[src/rtl/fsm_seq_ctrl.sv]
// Command sequencer and error-recovery controller for the one-hot control FSM.
// Define FSM_SEQ_CTRL_STATS_EN to build the saturating FSM error-event counter.
module fsm_seq_ctrl #(
    parameter int TIMEOUT   = 16,
    parameter int RST_CYC   = 2,
    parameter int MAX_RETRY = 3
) (
    input  logic        clk,
    input  logic        rst,
    input  logic        cmd_valid,
    output logic        cmd_ready,
    input  logic [3:0]  cmd_drive,
    input  logic [3:0]  cmd_expect,
    output logic        rsp_valid,
    input  logic        rsp_ready,
    output logic [1:0]  rsp_status,
    output logic [2:0]  rsp_retries,
    output logic [3:0]  fsm_i,
    output logic        fsm_restart,
    input  logic [3:0]  fsm_o,
    input  logic        fsm_err,
    output logic [15:0] err_count,
    input  logic        err_count_clr
);
    typedef enum logic [2:0] {
        S_IDLE, S_APPLY, S_WAIT, S_RESTART, S_SETTLE, S_RESP
    } state_t;

    localparam logic [1:0] ST_OK      = 2'b00;
    localparam logic [1:0] ST_TIMEOUT = 2'b01;
    localparam logic [1:0] ST_FAIL    = 2'b10;
    localparam logic [7:0] TIMER_LAST = 8'(TIMEOUT - 1);
    localparam logic [7:0] RST_LAST   = 8'(RST_CYC - 1);
    localparam logic [2:0] RETRY_MAX  = 3'(MAX_RETRY);

    state_t     state_q, state_d;
    logic [3:0] drive_q, drive_d;
    logic [3:0] expect_q, expect_d;
    logic [7:0] timer_q, timer_d;
    logic [2:0] retry_q, retry_d;
    logic [1:0] status_q, status_d;
    logic [3:0] fsm_i_q, fsm_i_d;
    logic       cmd_ready_q, cmd_ready_d;
    logic       rsp_valid_q, rsp_valid_d;
    logic       restart_q, restart_d;

    always_comb begin
        // NOTE: every variable gets a default first so no path can infer a latch.
        state_d  = state_q;
        drive_d  = drive_q;
        expect_d = expect_q;
        timer_d  = timer_q;
        retry_d  = retry_q;
        status_d = status_q;
        fsm_i_d  = fsm_i_q;

        case (state_q)
            S_IDLE: begin
                if (cmd_valid && cmd_ready_q) begin
                    drive_d  = cmd_drive;
                    expect_d = cmd_expect;
                    retry_d  = '0;
                    state_d  = S_APPLY;
                end
            end
            S_APPLY: begin
                fsm_i_d = drive_q;
                timer_d = '0;
                state_d = S_WAIT;
            end
            S_WAIT: begin
                if (fsm_err) begin
                    fsm_i_d = '0;
                    timer_d = '0;
                    state_d = S_RESTART;
                end else if (fsm_o == expect_q) begin
                    status_d = ST_OK;
                    state_d  = S_RESP;
                end else if (timer_q == TIMER_LAST) begin
                    status_d = ST_TIMEOUT;
                    state_d  = S_RESP;
                end else begin
                    timer_d = timer_q + 8'd1;
                end
            end
            S_RESTART: begin
                // The timer doubles as the restart-pulse length counter.
                if (timer_q == RST_LAST) begin
                    timer_d = '0;
                    state_d = S_SETTLE;
                end else begin
                    timer_d = timer_q + 8'd1;
                end
            end
            S_SETTLE: begin
                if (!fsm_err && fsm_o == 4'b0000) begin
                    if (retry_q == RETRY_MAX) begin
                        status_d = ST_FAIL;
                        state_d  = S_RESP;
                    end else begin
                        retry_d = retry_q + 3'd1;
                        state_d = S_APPLY;
                    end
                end else if (timer_q == TIMER_LAST) begin
                    status_d = ST_FAIL;
                    state_d  = S_RESP;
                end else begin
                    timer_d = timer_q + 8'd1;
                end
            end
            S_RESP: begin
                if (rsp_ready) state_d = S_IDLE;
            end
            default: state_d = S_IDLE;
        endcase

        // Handshake and restart outputs are registered copies of the next state.
        cmd_ready_d = (state_d == S_IDLE);
        rsp_valid_d = (state_d == S_RESP);
        restart_d   = (state_d == S_RESTART);
    end

    always_ff @(posedge clk or posedge rst) begin
        if (rst) begin
            // NOTE: state registers use non-blocking assignments so every flop samples pre-edge values.
            state_q     <= S_IDLE;
            drive_q     <= '0;
            expect_q    <= '0;
            timer_q     <= '0;
            retry_q     <= '0;
            status_q    <= ST_OK;
            fsm_i_q     <= '0;
            cmd_ready_q <= 1'b0;
            rsp_valid_q <= 1'b0;
            restart_q   <= 1'b0;
        end else begin
            state_q     <= state_d;
            drive_q     <= drive_d;
            expect_q    <= expect_d;
            timer_q     <= timer_d;
            retry_q     <= retry_d;
            status_q    <= status_d;
            fsm_i_q     <= fsm_i_d;
            cmd_ready_q <= cmd_ready_d;
            rsp_valid_q <= rsp_valid_d;
            restart_q   <= restart_d;
        end
    end

    assign cmd_ready   = cmd_ready_q;
    assign rsp_valid   = rsp_valid_q;
    assign rsp_status  = status_q;
    assign rsp_retries = retry_q;
    assign fsm_i       = fsm_i_q;
    assign fsm_restart = restart_q;

`ifdef FSM_SEQ_CTRL_STATS_EN
    logic        err_prev_q;
    logic [15:0] err_count_q, err_count_d;

    always_comb begin
        err_count_d = err_count_q;
        if (err_count_clr) begin
            err_count_d = '0;
        end else if (fsm_err && !err_prev_q && err_count_q != 16'hFFFF) begin
            err_count_d = err_count_q + 16'd1;
        end
    end

    always_ff @(posedge clk or posedge rst) begin
        if (rst) begin
            err_prev_q  <= 1'b0;
            err_count_q <= '0;
        end else begin
            err_prev_q  <= fsm_err;
            err_count_q <= err_count_d;
        end
    end

    assign err_count = err_count_q;
`else
    logic unused_err_count_clr;
    assign unused_err_count_clr = err_count_clr;
    assign err_count = '0;
`endif

endmodule

[config.mk]
export PLATFORM = sky130hd
export DESIGN_NAME = fsm_seq_ctrl
export DESIGN_NICKNAME = d
export VERILOG_FILES = /design/src/rtl/fsm_seq_ctrl.sv
export SDC_FILE = /design/constraint.sdc
export NUM_CORES = 1
export LEC_CHECK = 0
export CORE_ASPECT_RATIO = 1.75
export CORE_MARGIN = 5
export CORE_UTILIZATION = 45
export CTS_BUF_LIST = sky130_fd_sc_hd__clkbuf_4 sky130_fd_sc_hd__clkbuf_8
export DETAILED_ROUTE_END_ITERATION = 12
export GPL_TIMING_DRIVEN = 0
export PLACE_DENSITY = 0.73
export SYNTH_ARGS = -nofsm -noshare
export SYNTH_HDL_FRONTEND = slang
export SYNTH_SLANG_ARGS = --single-unit
[constraint.sdc]
create_clock -name clk -period 3.1 [get_ports clk]
set_input_delay 0.62 -clock clk [delete_from_list [all_inputs] [get_ports clk]]
set_output_delay 0.62 -clock clk [all_outputs]
set_load 0.005 [all_outputs]
# After elaboration in Yosys (flattened, before gate mapping)

Index checks and enable logic that the tools add are counted.

Flip-flop bits (word level): 31
Input port bits: 18
Output and inout bits: 28
Logic and storage cells: 76

$add $sub $neg: 2
Eq/ne operators: 21
Mux-type cells: 28
Reductions and logical operators: 15

Operators by type and width:

| operator            | count |
|---|---|
| $mux 8              | 5 |
| $mux 3              | 11 |
| $pmux 8 s4          | 1 |
| $pmux 3 s6          | 1 |
| $eq 3x2->1 const B  | 4 |
| $mux 2              | 6 |
| $ne 2x2->1 const B  | 6 |
| $ne 3x3->1 const B  | 4 |
| $eq 3x3->1 const B  | 3 |
| $add 8x1->8 const B | 1 |
| $eq 8x1->1 const B  | 1 |
| $eq 8x4->1 const B  | 1 |
| $pmux 4 s2          | 1 |
| $logic_not 3->1     | 2 |
| $pmux 3 s2          | 1 |
| $reduce_bool 2->1   | 3 |
| $reduce_and 5->1    | 1 |
| $eq 4x4->1          | 1 |
| $logic_not 4->1     | 1 |
| $mux 4              | 1 |
| $pmux 2 s2          | 1 |
| $reduce_and 2->1    | 2 |
| $reduce_and 4->1    | 1 |
| $reduce_bool 4->1   | 1 |
| 5 further kinds     | 6 |

# Depth between registers and ports, before layout

Word-level depth: 6
Gate-level depth with buffers: 7

# Worst setup path after synthesis

Ideal clock, no wire load.

Path kind: input to register
Start point: input port fsm_err
End point: register timer_q[4]
Arrival time: 1.951 ns
Data required time: 3.004 ns
Path slack: 1.053 ns
Cell stages on the path: 6
Cell sequence: buf_4 -> nor4b_2 -> nor2_1 -> o21ai_0 -> nand2b_2 -> o31ai_1

Longest elaborated chain between the ends: 4
Elaborated cells between the ends (all ways): 7
Those cells by class: eq/ne: 2; mux: 2; reduce/logical: 3

Ends and longest elaborated chain:

| element                           | RTL line | source |
|---|---|---|
| start, declared                   | 21       | `input logic fsm_err,` |
| $logic_not 1->1                   | 96       | `if (!fsm_err && fsm_o == 4'b0000) begin` |
| $logic_and 1x1->1                 | 96       |  |
| $ne 2x2->1 (no source line)       | n/a      |  |
| $reduce_and 3->1 (no source line) | n/a      |  |
| end signal, assigned              | 140      | `timer_q <= timer_d;` |
| end, declared                     | 39       | `logic [7:0] timer_q, timer_d;` |

Several ways; a longest one is shown, not always the timed one.
A chain may end at the register's enable or synchronous reset.

# Worst setup path in the final report

Start point: input port fsm_o[0]
End point: register timer_q[1]

Longest elaborated chain between the ends: 4
Elaborated cells between the ends (all ways): 6
Those cells by class: eq/ne: 3; reduce/logical: 3

Ends and longest elaborated chain:

| element                             | RTL line | source |
|---|---|---|
| start, declared                     | 20       | `input logic [3:0] fsm_o,` |
| $logic_not 4->1                     | 96       |  |
| $logic_and 1x1->1                   | 96       |  |
| $ne 2x2->1 (no source line)         | n/a      |  |
| $reduce_and 3->1 (no source line) * | n/a      |  |

Mark *: on every way between the ends. The rest lies on a longest branch, timed or not.

==> run_results.csv <==
group,metric,value,unit
status,outcome,"complete, no violations",
logic_synthesis,synth_area_leaders,"dfrtp_1 (41%), buf_4 (7.1%), mux2_2 (4.7%)",
logic_synthesis,synth_area,1910,µm²
logic_synthesis,synth.yosys.warnings,0,
grt,antenna_found_initial,0,
logic_synthesis,synth_largest_area_cell,"dfrtp_1",
critical_path,rr_endpoint,"timer_q[4]",
grt,grt_use_total,15.9,%
logic_synthesis,synthCells,196,
cts,htreeDepth,2,
drt,drt-wirelength-per-cell,13.9,µm
cts,clkTransAtPathRegs,0.06,ns
logic_synthesis,synth_enable_flop_cells,0,
drt,drc_errors,0,
logic_synthesis,ys_seq_elements,31,
drt,vias_per_cell,5.33,
die,die_w,59.2,µm
power,power_leakage,0.00105,µW
logic_synthesis,synth_cell_types,48,
logic_synthesis,synth_simple_gate_area_share,18.8,%
cells_and_area,fin_nets,267,
die,die_y,96.1,µm
sta,max-slew-margin-rel,24.3,%
power,p_switching,691,µW
hold_path,min-delay-start,"drive_q[1]",
cts,clk_latency,0.28,ns
die,core_region_area,4110,µm²
critical_path,cp_max_fo,9,
cells_and_area,area_growth,26.5,%
logic_synthesis,synth-xor-area-share,1.84,%
drt,totalWireLength,4.12,mm
critical_path,regToRegSetupSlack,0.89,ns
sta,clock.fmax,0.412,GHz
logic_synthesis,synth_top_family_by_area,"compound AO/OA/AOI/OAI gates",
cts,postCtsSetupRepairBufs,0,
drt,vias,1571,
cts,ctsResizeCount,0,
die,initial_core_util,46.3,%
grt,grt_max_degree,32,
drt,drtAntennaViolNets,0,
power,pwr-share-seq,34.3,%
logic_synthesis,synth.mux.area_fraction,4.73,%
critical_path,cp_data_required_time,3.26,ns
sta,setup_viol,0,
critical_path,start_kind,"primary input",
die,ios,46,
cells_and_area,final_cell_mix,"dfrtp_1 (31), clkdlybuf4s50_1 (27), buf_4 (18)",
power,p_int,1200,µW
drt,drt_pass1_iterations,4,
grt,met3_usage,2.95,%
placed_design,place.port_buffers,27,
power,power,1890,µW
grt,busiest_layer,"met2",
cts,cts_buffers,5,
cts,cts_hold_buf,0,
cells_and_area,layout_commonest_cell,"dfrtp_1",
sta,finalHoldViolations,0,
power,swShare,36.5,%
power,p_clk_share,21.7,%
critical_path,crit_type,"primary input to flip-flop",
sta,setup_tns,0,ns
cts,clock_path_buffers,2,
logic_synthesis,synth_top_cell_area_share,40.7,%
logic_synthesis,synthArstFlopShare,100,%
critical_path,r2r_cells,5,
job,maxCapViolCount,0,
placed_design,gp_congestion,0.779,
cells_and_area,layout-drive-gt1-share,19.5,%
logic_synthesis,ys.flop_type,"dfrtp_1",
power,vdd.ir_drop.worst,568,µV
cts,cts_tree,"done",
power,power.density,786,nW/µm²
die,std_cell_rows,31,
critical_path,endpoint_kind,"flip-flop",
sta,worst_slew_pin_slew,1.13,ns
drt,first_iter_violations,36,
grt,overflow,0,
cells_and_area,diodes,0,
sta,period_minus_slack,2.43,ns
grt,grt_use_met2,30.1,%
die,dieArea,5690,µm²
critical_path,timing.rr.start,"state_q[0]",
sta,slew_viol_final,0,
critical_path,worstPathArrival,2.59,ns
sta,post-route-period-util,78.4,%
hold_path,hold_path_class,"flip-flop to flip-flop",
sta,rsz0062_at_grt,"no",
grt,first_global_vias,1572,
power,pwr-share-comb,44.0,%
cts,clock_sinks,31,
logic_synthesis,yosysSeqAreaShare,40.7,%
sta,finClkSkew,0.00184,ns
placed_design,hpwlAfterDp,3.21,mm
hold_path,min_to,"drive_q[1]",
cts,cts_root_buf,"clkbuf_8",
logic_synthesis,synth_fa_ha_area_share,2.63,%
hold_path,holdPathStages,1,
logic_synthesis,syn_avg_cell_area,9.72,µm²
cells_and_area,design_area,2410,µm²
grt,grt_pass1_wl,6.88,mm
logic_synthesis,synth_compound_area_share,20.0,%
placed_design,dpl_cell_area,2290,µm²
grt,grtUsageMet1,15.0,%
worst max-delay path by stage:
stage                  start         end  slack, ns  depth (start not counted)
finish              fsm_o[0]  timer_q[1]       0.67                          6
global route        fsm_o[0]  timer_q[1]       0.51                          6
CTS                 fsm_o[0]  timer_q[4]       0.66                          6
detailed placement  fsm_o[0]  timer_q[4]       0.44                          6
global placement    fsm_o[0]  timer_q[4]       0.44                          6
floorplan            fsm_err  timer_q[4]       1.05                          6
final cells by class:
class / instances / area [µm²]
repair buffers: 27 / 270
well taps: 49 / 61.3
plain buffers: 22 / 166
inverters: 12 / 45.0
clock inverters: 2 / 35.0
flip-flops and latches: 31 / 776
multi-input cells: 146 / 975
fillers: 393 / 1700
clock buffers: 6 / 82.6
power groups by stage:
stage / clock [µW] / sequential [µW] / combinational [µW]
2_1_floorplan: 0 / 634 / 607
3_3_place_gp: 0 / 655 / 825
3_5_place_dp: 0 / 656 / 835
4_1_cts: 414 / 650 / 841
5_1_grt: 426 / 668 / 939
6_report: 410 / 650 / 834
per-stage QoR:
step,cells,hold WS [ns],util [%],setup slack (ns)
after floorplan,211,0.481,-,1.05
after CTS,295,0.513,58.6,0.665
final,295,0.512,58.6,0.671
after global placement,287,0.486,55.8,0.440
after detailed placement,287,0.497,55.8,0.438
after global routing,295,0.529,58.6,0.515
per-layer routing:
metal | vias to the layer above | share of wire (%)
met3 | 9 | 5.1
met4 | 0 | 2.3
li1 | 776 | -
met1 | 741 | 37
met5 | - | 0
met2 | 45 | 56
critical path: stages:
cell	delay (ns)
clkdlybuf4s50_1	0.43
or4_1	0.62
o21ai_0	0.23
a22o_1	0.33
nand2b_2	0.25
o22ai_1	0.10
synth_stat cells (2+ instances only):
cell type and number:
dfrtp_1 31, buf_4 18, inv_1 12, nand2_1 12, a21oi_1 11, o21ai_0 11
nor2_1 9, o22ai_1 9, mux2_2 8, nor3_1 8, nand3_1 5, a22o_1 4
ha_1 4, nand2b_1 4, nor2b_1 4, xor2_1 4, a31oi_1 3, a221oi_1 2
and2_1 2, buf_6 2, nand4_1 2, nor4_1 2, o21bai_1 2, or2_2 2
or3_1 2
logic make-up after synthesis:
kind of cell    count (synthesis)
fa+ha+maj                       4
flops                          31
simple gates                   61
other cells                     1
buf+inv                        34
mux                             8
xor+xnor                        4
compound gates                 53
sequential cells by signal (all words and copies together), names as in the netlist:
signal and count:
state_q 3, rsp_status 2, rsp_valid 1, drive_q 4, fsm_i 4, expect_q 4, cmd_ready 1, rsp_retries 3
timer_q 8, fsm_restart 1
(Power assumes the default switching activity.)
